==> config.mk <==
export PLATFORM = sky130hd
export DESIGN_NAME = f2h_sdram_arbiter_flat
export DESIGN_NICKNAME = d
export VERILOG_FILES = /design/src/rtl/f2h_sdram_arbiter_if.sv /design/src/rtl/f2h_sdram_arbiter.sv /design/src/flat_wrapper.sv
export SDC_FILE = /design/constraint.sdc
export NUM_CORES = 1
export LEC_CHECK = 0
export CORE_AREA = 3 3 125 127
export DETAILED_ROUTE_END_ITERATION = 16
export DIE_AREA = 0 0 128 130
export GPL_ROUTABILITY_DRIVEN = 1
export PLACE_DENSITY = 0.77
export SYNTH_ARGS = -nofsm -noshare
export SYNTH_HDL_FRONTEND = slang
export SYNTH_SLANG_ARGS = --single-unit
==> constraint.sdc <==
create_clock -name clk -period 4.2 [get_ports clk]
set_input_delay 1.26 -clock clk [delete_from_list [all_inputs] [get_ports clk]]
set_output_delay 1.26 -clock clk [all_outputs]
set_load 0.02 [all_outputs]
==> src/rtl/f2h_sdram_arbiter_if.sv <==
// ============================================================================
// Module   : f2h_sdram_arbiter_if
// Function : Avalon-MM bus bundle used on both sides of the F2H SDRAM arbiter.
// Revision : 1.0
// ============================================================================
`default_nettype none

interface f2h_sdram_arbiter_if #(
  parameter int ADDR_W  = 32,
  parameter int DATA_W  = 32,
  parameter int BURST_W = 5
);
  logic [ADDR_W-1:0]   address;
  logic [BURST_W-1:0]  burstcount;
  logic                read;
  logic                write;
  logic [DATA_W-1:0]   writedata;
  logic [DATA_W/8-1:0] byteenable;
  logic                waitrequest;
  logic [DATA_W-1:0]   readdata;
  logic                readdatavalid;

  modport master (
    output address, burstcount, read, write, writedata, byteenable,
    input  waitrequest, readdata, readdatavalid
  );

  modport slave (
    input  address, burstcount, read, write, writedata, byteenable,
    output waitrequest, readdata, readdatavalid
  );
endinterface

`default_nettype wire

==> src/rtl/f2h_sdram_arbiter.sv <==
// ============================================================================
// Module   : f2h_sdram_arbiter
// Function : Two-requester round-robin Avalon-MM arbiter with burst locking
//            and in-order read-response routing for HPS F2H SDRAM port 0.
//            Define F2H_ARB_FIXED_PRIO_EN to give s0 fixed priority.
// Revision : 1.0
// ============================================================================
`default_nettype none

module f2h_sdram_arbiter #(
  parameter int ADDR_W      = 32,
  parameter int DATA_W      = 32,
  parameter int BURST_W     = 5,
  parameter int MAX_PENDING = 8
) (
  input  wire logic             clk,
  input  wire logic             reset,
  f2h_sdram_arbiter_if.slave    s0,
  f2h_sdram_arbiter_if.slave    s1,
  f2h_sdram_arbiter_if.master   m
);

  localparam int PTR_W = (MAX_PENDING > 1) ? $clog2(MAX_PENDING) : 1;
  localparam logic [PTR_W:0] C_FULL = (PTR_W+1)'(MAX_PENDING);
  localparam logic [BURST_W-1:0] C_ONE = BURST_W'(1);

  typedef enum logic [1:0] {
    IDLE   = 2'd0,
    GRANT  = 2'd1,
    WBURST = 2'd2
  } state_t;

  state_t              state_q, state_d;
  logic                grant_q, grant_d;
  logic                last_grant_q, last_grant_d;
  logic [BURST_W-1:0]  remaining_q, remaining_d;
  logic [BURST_W-1:0]  wburst_bc_q, wburst_bc_d;

  logic                fifo_id_q [MAX_PENDING];
  logic                fifo_id_d [MAX_PENDING];
  logic [BURST_W-1:0]  fifo_bc_q [MAX_PENDING];
  logic [BURST_W-1:0]  fifo_bc_d [MAX_PENDING];
  logic [PTR_W-1:0]    wr_ptr_q, wr_ptr_d, rd_ptr_q, rd_ptr_d;
  logic [PTR_W:0]      count_q, count_d;
  logic [BURST_W-1:0]  beat_cnt_q, beat_cnt_d;

  logic [ADDR_W-1:0]   sel_address;
  logic [BURST_W-1:0]  sel_bc, sel_bc_norm, m_bc;
  logic                sel_read, sel_write;
  logic [DATA_W-1:0]   sel_writedata;
  logic [DATA_W/8-1:0] sel_byteenable;
  logic                fifo_full, fifo_empty, req0, req1, tie_pick;
  logic                m_read_o, m_write_o, grant_wait, push, pop, rd_beat;
  logic                head_id;
  logic [BURST_W-1:0]  head_bc;

  assign sel_address    = grant_q ? s1.address    : s0.address;
  assign sel_bc         = grant_q ? s1.burstcount : s0.burstcount;
  assign sel_read       = grant_q ? s1.read       : s0.read;
  assign sel_write      = grant_q ? s1.write      : s0.write;
  assign sel_writedata  = grant_q ? s1.writedata  : s0.writedata;
  assign sel_byteenable = grant_q ? s1.byteenable : s0.byteenable;
  assign sel_bc_norm    = (sel_bc == '0) ? C_ONE : sel_bc;

  assign fifo_full  = (count_q == C_FULL);
  assign fifo_empty = (count_q == '0);
  assign req0 = s0.write | (s0.read & ~fifo_full);
  assign req1 = s1.write | (s1.read & ~fifo_full);

`ifdef F2H_ARB_FIXED_PRIO_EN
  assign tie_pick = 1'b0;
`else
  assign tie_pick = ~last_grant_q;
`endif

  always_comb begin
    state_d      = state_q;
    grant_d      = grant_q;
    last_grant_d = last_grant_q;
    remaining_d  = remaining_q;
    wburst_bc_d  = wburst_bc_q;
    m_read_o     = 1'b0;
    m_write_o    = 1'b0;
    m_bc         = sel_bc;
    grant_wait   = 1'b1;
    push         = 1'b0;
    case (state_q)
      IDLE: begin
        if (req0 | req1) begin
          state_d = GRANT;
          grant_d = (req0 & req1) ? tie_pick : req1;
        end
      end
      GRANT: begin
        // Writes take precedence if a requester illegally asserts both
        m_write_o  = sel_write;
        m_read_o   = sel_read & ~sel_write & ~fifo_full;
        grant_wait = ~(m_read_o | m_write_o) | m.waitrequest;
        if (m_read_o & ~m.waitrequest) begin
          push         = 1'b1;
          last_grant_d = grant_q;
          state_d      = IDLE;
        end else if (m_write_o & ~m.waitrequest) begin
          if (sel_bc_norm == C_ONE) begin
            last_grant_d = grant_q;
            state_d      = IDLE;
          end else begin
            remaining_d = sel_bc_norm - C_ONE;
            wburst_bc_d = sel_bc_norm;
            state_d     = WBURST;
          end
        end else if (~sel_read & ~sel_write) begin
          state_d = IDLE;
        end
      end
      WBURST: begin
        m_write_o  = sel_write;
        m_bc       = wburst_bc_q;
        grant_wait = ~sel_write | m.waitrequest;
        if (sel_write & ~m.waitrequest) begin
          remaining_d = remaining_q - C_ONE;
          if (remaining_q == C_ONE) begin
            last_grant_d = grant_q;
            state_d      = IDLE;
          end
        end
      end
      default: state_d = IDLE;
    endcase
  end

  // Read return: head of the tag FIFO names the owner of every returning beat
  assign head_id = fifo_id_q[rd_ptr_q];
  assign head_bc = fifo_bc_q[rd_ptr_q];
  assign rd_beat = m.readdatavalid & ~fifo_empty;
  assign pop     = rd_beat & ((beat_cnt_q + C_ONE) == head_bc);

  always_comb begin
    fifo_id_d  = fifo_id_q;
    fifo_bc_d  = fifo_bc_q;
    beat_cnt_d = beat_cnt_q;
    if (push) begin
      fifo_id_d[wr_ptr_q] = grant_q;
      fifo_bc_d[wr_ptr_q] = sel_bc_norm;
    end
    if (rd_beat) beat_cnt_d = pop ? '0 : beat_cnt_q + C_ONE;
    wr_ptr_d = wr_ptr_q + {{(PTR_W-1){1'b0}}, push};
    rd_ptr_d = rd_ptr_q + {{(PTR_W-1){1'b0}}, pop};
    count_d  = count_q + {{PTR_W{1'b0}}, push} - {{PTR_W{1'b0}}, pop};
  end

  always_ff @(posedge clk) begin
    if (reset) begin
      state_q      <= IDLE;
      grant_q      <= 1'b0;
      last_grant_q <= 1'b1;
      remaining_q  <= '0;
      wburst_bc_q  <= '0;
      wr_ptr_q     <= '0;
      rd_ptr_q     <= '0;
      count_q      <= '0;
      beat_cnt_q   <= '0;
    end else begin
      state_q      <= state_d;
      grant_q      <= grant_d;
      last_grant_q <= last_grant_d;
      remaining_q  <= remaining_d;
      wburst_bc_q  <= wburst_bc_d;
      wr_ptr_q     <= wr_ptr_d;
      rd_ptr_q     <= rd_ptr_d;
      count_q      <= count_d;
      beat_cnt_q   <= beat_cnt_d;
    end
  end

  // Tag storage needs no reset: entries are only read while count_q is non-zero
  always_ff @(posedge clk) begin
    fifo_id_q <= fifo_id_d;
    fifo_bc_q <= fifo_bc_d;
  end

  assign m.address    = sel_address;
  assign m.burstcount = m_bc;
  assign m.read       = m_read_o;
  assign m.write      = m_write_o;
  assign m.writedata  = sel_writedata;
  assign m.byteenable = sel_byteenable;

  assign s0.waitrequest   = grant_q ? 1'b1 : grant_wait;
  assign s1.waitrequest   = grant_q ? grant_wait : 1'b1;
  assign s0.readdata      = m.readdata;
  assign s1.readdata      = m.readdata;
  assign s0.readdatavalid = rd_beat & ~head_id;
  assign s1.readdatavalid = rd_beat & head_id;

endmodule

`default_nettype wire

==> src/flat_wrapper.sv <==
// flat-port wrapper written by rule: the top's interface ports become plain ports
module f2h_sdram_arbiter_flat 
#(
  parameter int ADDR_W      = 32,
  parameter int DATA_W      = 32,
  parameter int BURST_W     = 5,
  parameter int MAX_PENDING = 8
)
  (clk, reset, s0_address, s0_burstcount, s0_read, s0_write, s0_writedata, s0_byteenable, s0_waitrequest, s0_readdata, s0_readdatavalid, s1_address, s1_burstcount, s1_read, s1_write, s1_writedata, s1_byteenable, s1_waitrequest, s1_readdata, s1_readdatavalid, m_address, m_burstcount, m_read, m_write, m_writedata, m_byteenable, m_waitrequest, m_readdata, m_readdatavalid);
  f2h_sdram_arbiter_if #(.ADDR_W(ADDR_W), .DATA_W(DATA_W), .BURST_W(BURST_W)) s0_i ();
  f2h_sdram_arbiter_if #(.ADDR_W(ADDR_W), .DATA_W(DATA_W), .BURST_W(BURST_W)) s1_i ();
  f2h_sdram_arbiter_if #(.ADDR_W(ADDR_W), .DATA_W(DATA_W), .BURST_W(BURST_W)) m_i ();
  input  wire logic clk;
  input  wire logic reset;
  input wire logic [$bits(s0_i.address)-1:0] s0_address;
  input wire logic [$bits(s0_i.burstcount)-1:0] s0_burstcount;
  input wire logic [$bits(s0_i.read)-1:0] s0_read;
  input wire logic [$bits(s0_i.write)-1:0] s0_write;
  input wire logic [$bits(s0_i.writedata)-1:0] s0_writedata;
  input wire logic [$bits(s0_i.byteenable)-1:0] s0_byteenable;
  output wire logic [$bits(s0_i.waitrequest)-1:0] s0_waitrequest;
  output wire logic [$bits(s0_i.readdata)-1:0] s0_readdata;
  output wire logic [$bits(s0_i.readdatavalid)-1:0] s0_readdatavalid;
  input wire logic [$bits(s1_i.address)-1:0] s1_address;
  input wire logic [$bits(s1_i.burstcount)-1:0] s1_burstcount;
  input wire logic [$bits(s1_i.read)-1:0] s1_read;
  input wire logic [$bits(s1_i.write)-1:0] s1_write;
  input wire logic [$bits(s1_i.writedata)-1:0] s1_writedata;
  input wire logic [$bits(s1_i.byteenable)-1:0] s1_byteenable;
  output wire logic [$bits(s1_i.waitrequest)-1:0] s1_waitrequest;
  output wire logic [$bits(s1_i.readdata)-1:0] s1_readdata;
  output wire logic [$bits(s1_i.readdatavalid)-1:0] s1_readdatavalid;
  output wire logic [$bits(m_i.address)-1:0] m_address;
  output wire logic [$bits(m_i.burstcount)-1:0] m_burstcount;
  output wire logic [$bits(m_i.read)-1:0] m_read;
  output wire logic [$bits(m_i.write)-1:0] m_write;
  output wire logic [$bits(m_i.writedata)-1:0] m_writedata;
  output wire logic [$bits(m_i.byteenable)-1:0] m_byteenable;
  input wire logic [$bits(m_i.waitrequest)-1:0] m_waitrequest;
  input wire logic [$bits(m_i.readdata)-1:0] m_readdata;
  input wire logic [$bits(m_i.readdatavalid)-1:0] m_readdatavalid;
  assign s0_i.address = s0_address;
  assign s0_i.burstcount = s0_burstcount;
  assign s0_i.read = s0_read;
  assign s0_i.write = s0_write;
  assign s0_i.writedata = s0_writedata;
  assign s0_i.byteenable = s0_byteenable;
  assign s0_waitrequest = s0_i.waitrequest;
  assign s0_readdata = s0_i.readdata;
  assign s0_readdatavalid = s0_i.readdatavalid;
  assign s1_i.address = s1_address;
  assign s1_i.burstcount = s1_burstcount;
  assign s1_i.read = s1_read;
  assign s1_i.write = s1_write;
  assign s1_i.writedata = s1_writedata;
  assign s1_i.byteenable = s1_byteenable;
  assign s1_waitrequest = s1_i.waitrequest;
  assign s1_readdata = s1_i.readdata;
  assign s1_readdatavalid = s1_i.readdatavalid;
  assign m_address = m_i.address;
  assign m_burstcount = m_i.burstcount;
  assign m_read = m_i.read;
  assign m_write = m_i.write;
  assign m_writedata = m_i.writedata;
  assign m_byteenable = m_i.byteenable;
  assign m_i.waitrequest = m_waitrequest;
  assign m_i.readdata = m_readdata;
  assign m_i.readdatavalid = m_readdatavalid;
  f2h_sdram_arbiter #(.ADDR_W(ADDR_W), .DATA_W(DATA_W), .BURST_W(BURST_W), .MAX_PENDING(MAX_PENDING)) u_core (.clk(clk), .reset(reset), .s0(s0_i), .s1(s1_i), .m(m_i));
endmodule
==> flow_metrics.tcl <==
set metrics [dict create \
    synth_xor_xnor_area_share_pct 2.587 \
    crit_buf_inv 2 \
    setup_viol 0 \
    muxShareOfSynthArea_pct 25.33 \
    gp_congestion 0.9115 \
    synth_fp_nets 661 \
    io_pins 329 \
    combinationalPowerShare_pct 33.0 \
    cp_max_fo 2 \
    switchingPower_uw 728.4 \
    synth_top_family_by_area "multiplexers" \
    synth_flop_cell "edfxtp_1" \
    grt_use_met2_pct 36.75 \
    fin_nets 850 \
    netlist_instances 456 \
    row_count 44 \
    cts_resized 6 \
    max_freq_ghz 0.2406 \
    die-area_sq_um 16640 \
    setup_slack_ns 0.04446 \
    max_cap_violations 0 \
    finalCritPeriodShare_pct 98.94 \
    synth_commonest_cells "mux2_2, buf_4, edfxtp_1" \
    die_x_um 128 \
    swShare_pct 28.38 \
    grt_pass1_wl_mm 28.96 \
    grt_pass1_vias 4357 \
    cts_tree "done" \
    cts_buffers 9 \
    finalClockSkew_ns 0.007253 \
    dp_hpwl_mm 17.45 \
    hold_viol 0 \
    ys_types 45 \
    vias 4306 \
    design.core.area_sq_um 14530 \
    initial_core_util_pct 34.93 \
    synth-compound-area-share_pct 5.939 \
    netlist_area_sq_um 5077 \
    grt_max_degree 28 \
    avgRoutedWirePerCell_um 24.78 \
    async_reset_ff_share_pct 0 \
    path_cells "clkdlybuf4s50_1, mux2_2, nand2_1, o21ai_1, or4b_2, buf_2" \
    syn_avg_cell_area_sq_um 11.13 \
    yosys.area.top_type "edfxtp_1" \
    clkPwrFrac_pct 33.4 \
    slew_headroom_pct 51.92 \
    grt-ovfl-total 0 \
    ant_nets 0 \
    yosys.area.top_type_share_pct 28.39 \
    worstSetupEndpointType "output port" \
    finalInstanceArea_sq_um 7622 \
    grt-busiest-layer "met2" \
    cts_root_buf "clkbuf_16" \
    p_per_area_nw_per_um2 336.8 \
    met1_usage_pct 29.44 \
    pwr-share-seq_pct 33.6 \
    synth_edf_count 48 \
    worstHoldPathType "flop to flop" \
    grt_usage_pct 24.13 \
    final_layout_size_suffix_gt1_share_pct 20.77 \
    path_clk_slew_ns 0.06 \
    dieHeight_um 130 \
    yosys.area_share.adder_pct 4.830 \
    report.final.slew_viol_count 0 \
    finalPower_uw 2567 \
    cp_top_family "buffers and inverters" \
    outcome "completed" \
    crit_path_max_incr_delay_ns 0.60 \
    place_ws_ns -0.3798 \
    synthSimpleGateAreaFrac_pct 8.576 \
    antenna_cells 0 \
    dr.first_iter.drc_count 250 \
    firstDrtPassIters 5 \
    critPathSlowestCell "or4b_2" \
    cts_max_path_buffers 2 \
    holdBufCountCts 0 \
    yosys_warnings 0 \
    worstPathRequired_ns 2.94 \
    post_cts_buffers 0 \
    numClockSinks 77 \
    power.internal_uw 1838 \
    io_buffers 232 \
    fill_cells 1299 \
    rsz0062_at_grt "no" \
    p_leak_uw 0.002754 \
    worstSetupPathType "input pin to output port" \
    yosysSeqAreaShare_pct 39.82 \
    wirelength_mm 20.67 \
    critPathLaunchType "input pin" \
    drt-vias-per-instance 5.163 \
    clock_latency_ns 0.34 \
    tightest_slew_ns 0.7168 \
    worstPathArrival_ns 2.90 \
    h-tree-depth 3 \
    setup_tns_ns 0 \
    dpl_cell_area_sq_um 7293 \
    synth_area_leaders "edfxtp_1, mux2_2, dfxtp_1, buf_4, mux2i_1" \
    max-vdd-ir-drop_v 0.0001975 \
    post-synth-top-count-cell "mux2_2" \
    antenna_found_initial 1 \
    post-route-drc-count 0 \
    synth-seq-cells 77 \
    min_period_ns 4.156 \
    grt_use_met3_pct 15.19 \
    syn_to_final_growth_pct 50.12 \
]
[tightest hold or removal path, cell delays in order (launching register included)]
cell and delay, ns:
dfxtp_1 0.32, mux2i_1 0.06, nor2_1 0.07
[cell families (layout without fill, tap and decap cells)]
group / Yosys count / in the layout
AO/OA/AOI/OAI: 47 / 47
XOR/XNOR: 15 / 15
adder cells (fa/ha/maj): 19 / 19
buffers and inverters: 107 / 301
flip-flops: 77 / 77
multiplexers: 109 / 109
AND/OR/NAND/NOR: 82 / 82
[power groups by stage]
| stage | combinational (uW) | clock, uW | sequential [uW] |
|---|---|---|---|
| floorplan | 496 | 0 | 864 |
| finish | 848 | 857 | 862 |
| global route | 903 | 904 | 865 |
| detailed placement | 842 | 0 | 878 |
| global placement | 833 | 0 | 875 |
| CTS | 849 | 865 | 862 |
[stage by stage]
step	std cells	hold slack, ns	utilization [%]
after global routing	834	0.5084	52.44
final	834	0.4894	52.44
after global placement	818	0.4576	50.18
after floorplan	456	0.4437	-
after CTS	834	0.4944	52.44
after detailed placement	818	0.4805	50.18
[layout make-up]
| class | count | area [sq um] | area share, % |
|---|---|---|---|
| clock buffers | 11 | 254.0 | 3.332 |
| clock inverters | 5 | 81.33 | 1.067 |
| inverters | 22 | 82.58 | 1.083 |
| multi-input cells | 272 | 2400 | 31.48 |
| flip-flops and latches | 77 | 2026 | 26.58 |
| well taps | 184 | 230.2 | 3.020 |
| repair buffers | 263 | 2549 | 33.44 |
[placed cells by master (no fill, tap or decap), types with 10 or more instances in the layout]
cell             Yosys  final
a21oi_1             11     11
buf_4               67     31
clkbuf_16            0     10
clkdlybuf4s50_1      0    230
dfxtp_1             29     28
edfxtp_1            48     48
ha_1                18     18
inv_1               22     22
mux2_2              76     76
mux2i_1             25     25
nand2_1             12     12
nor2_1              27     27
[final timing paths]
check | from | endpoint | slack (ns) | cells after the start
hold / removal | u_core.wburst_bc_q[4] | u_core.wburst_bc_q[4] | 0.49 | 2
setup reg to reg | u_core.rd_ptr_q[2] | u_core.count_q[2] | 0.85 | 12
setup / recovery | s1_read | s0_waitrequest | 0.04 | 6
hold reg to reg | u_core.wburst_bc_q[4] | u_core.wburst_bc_q[4] | 0.49 | 2
[sequential cells by signal, indices dropped and copies added (netlist names)]
signal               count
u_core.fifo_bc_q        40
u_core.fifo_id_q         8
u_core.beat_cnt_q        5
u_core.remaining_q       5
u_core.wburst_bc_q       5
u_core.count_q           4
u_core.rd_ptr_q          3
u_core.wr_ptr_q          3
u_core.state_q           2
u_core.grant_q           1
u_core.last_grant_q      1
[per-layer routing]
layer / up-vias / wire [um] / share of wire [%]
li1: 1962 / - / -
met1: 2077 / 8003 / 39
met2: 250 / 9531 / 46
met3: 15 / 2966 / 14
met4: 2 / 155 / 0.75
met5: - / 13 / 0.063
Power figures use the tool's default switching activity.
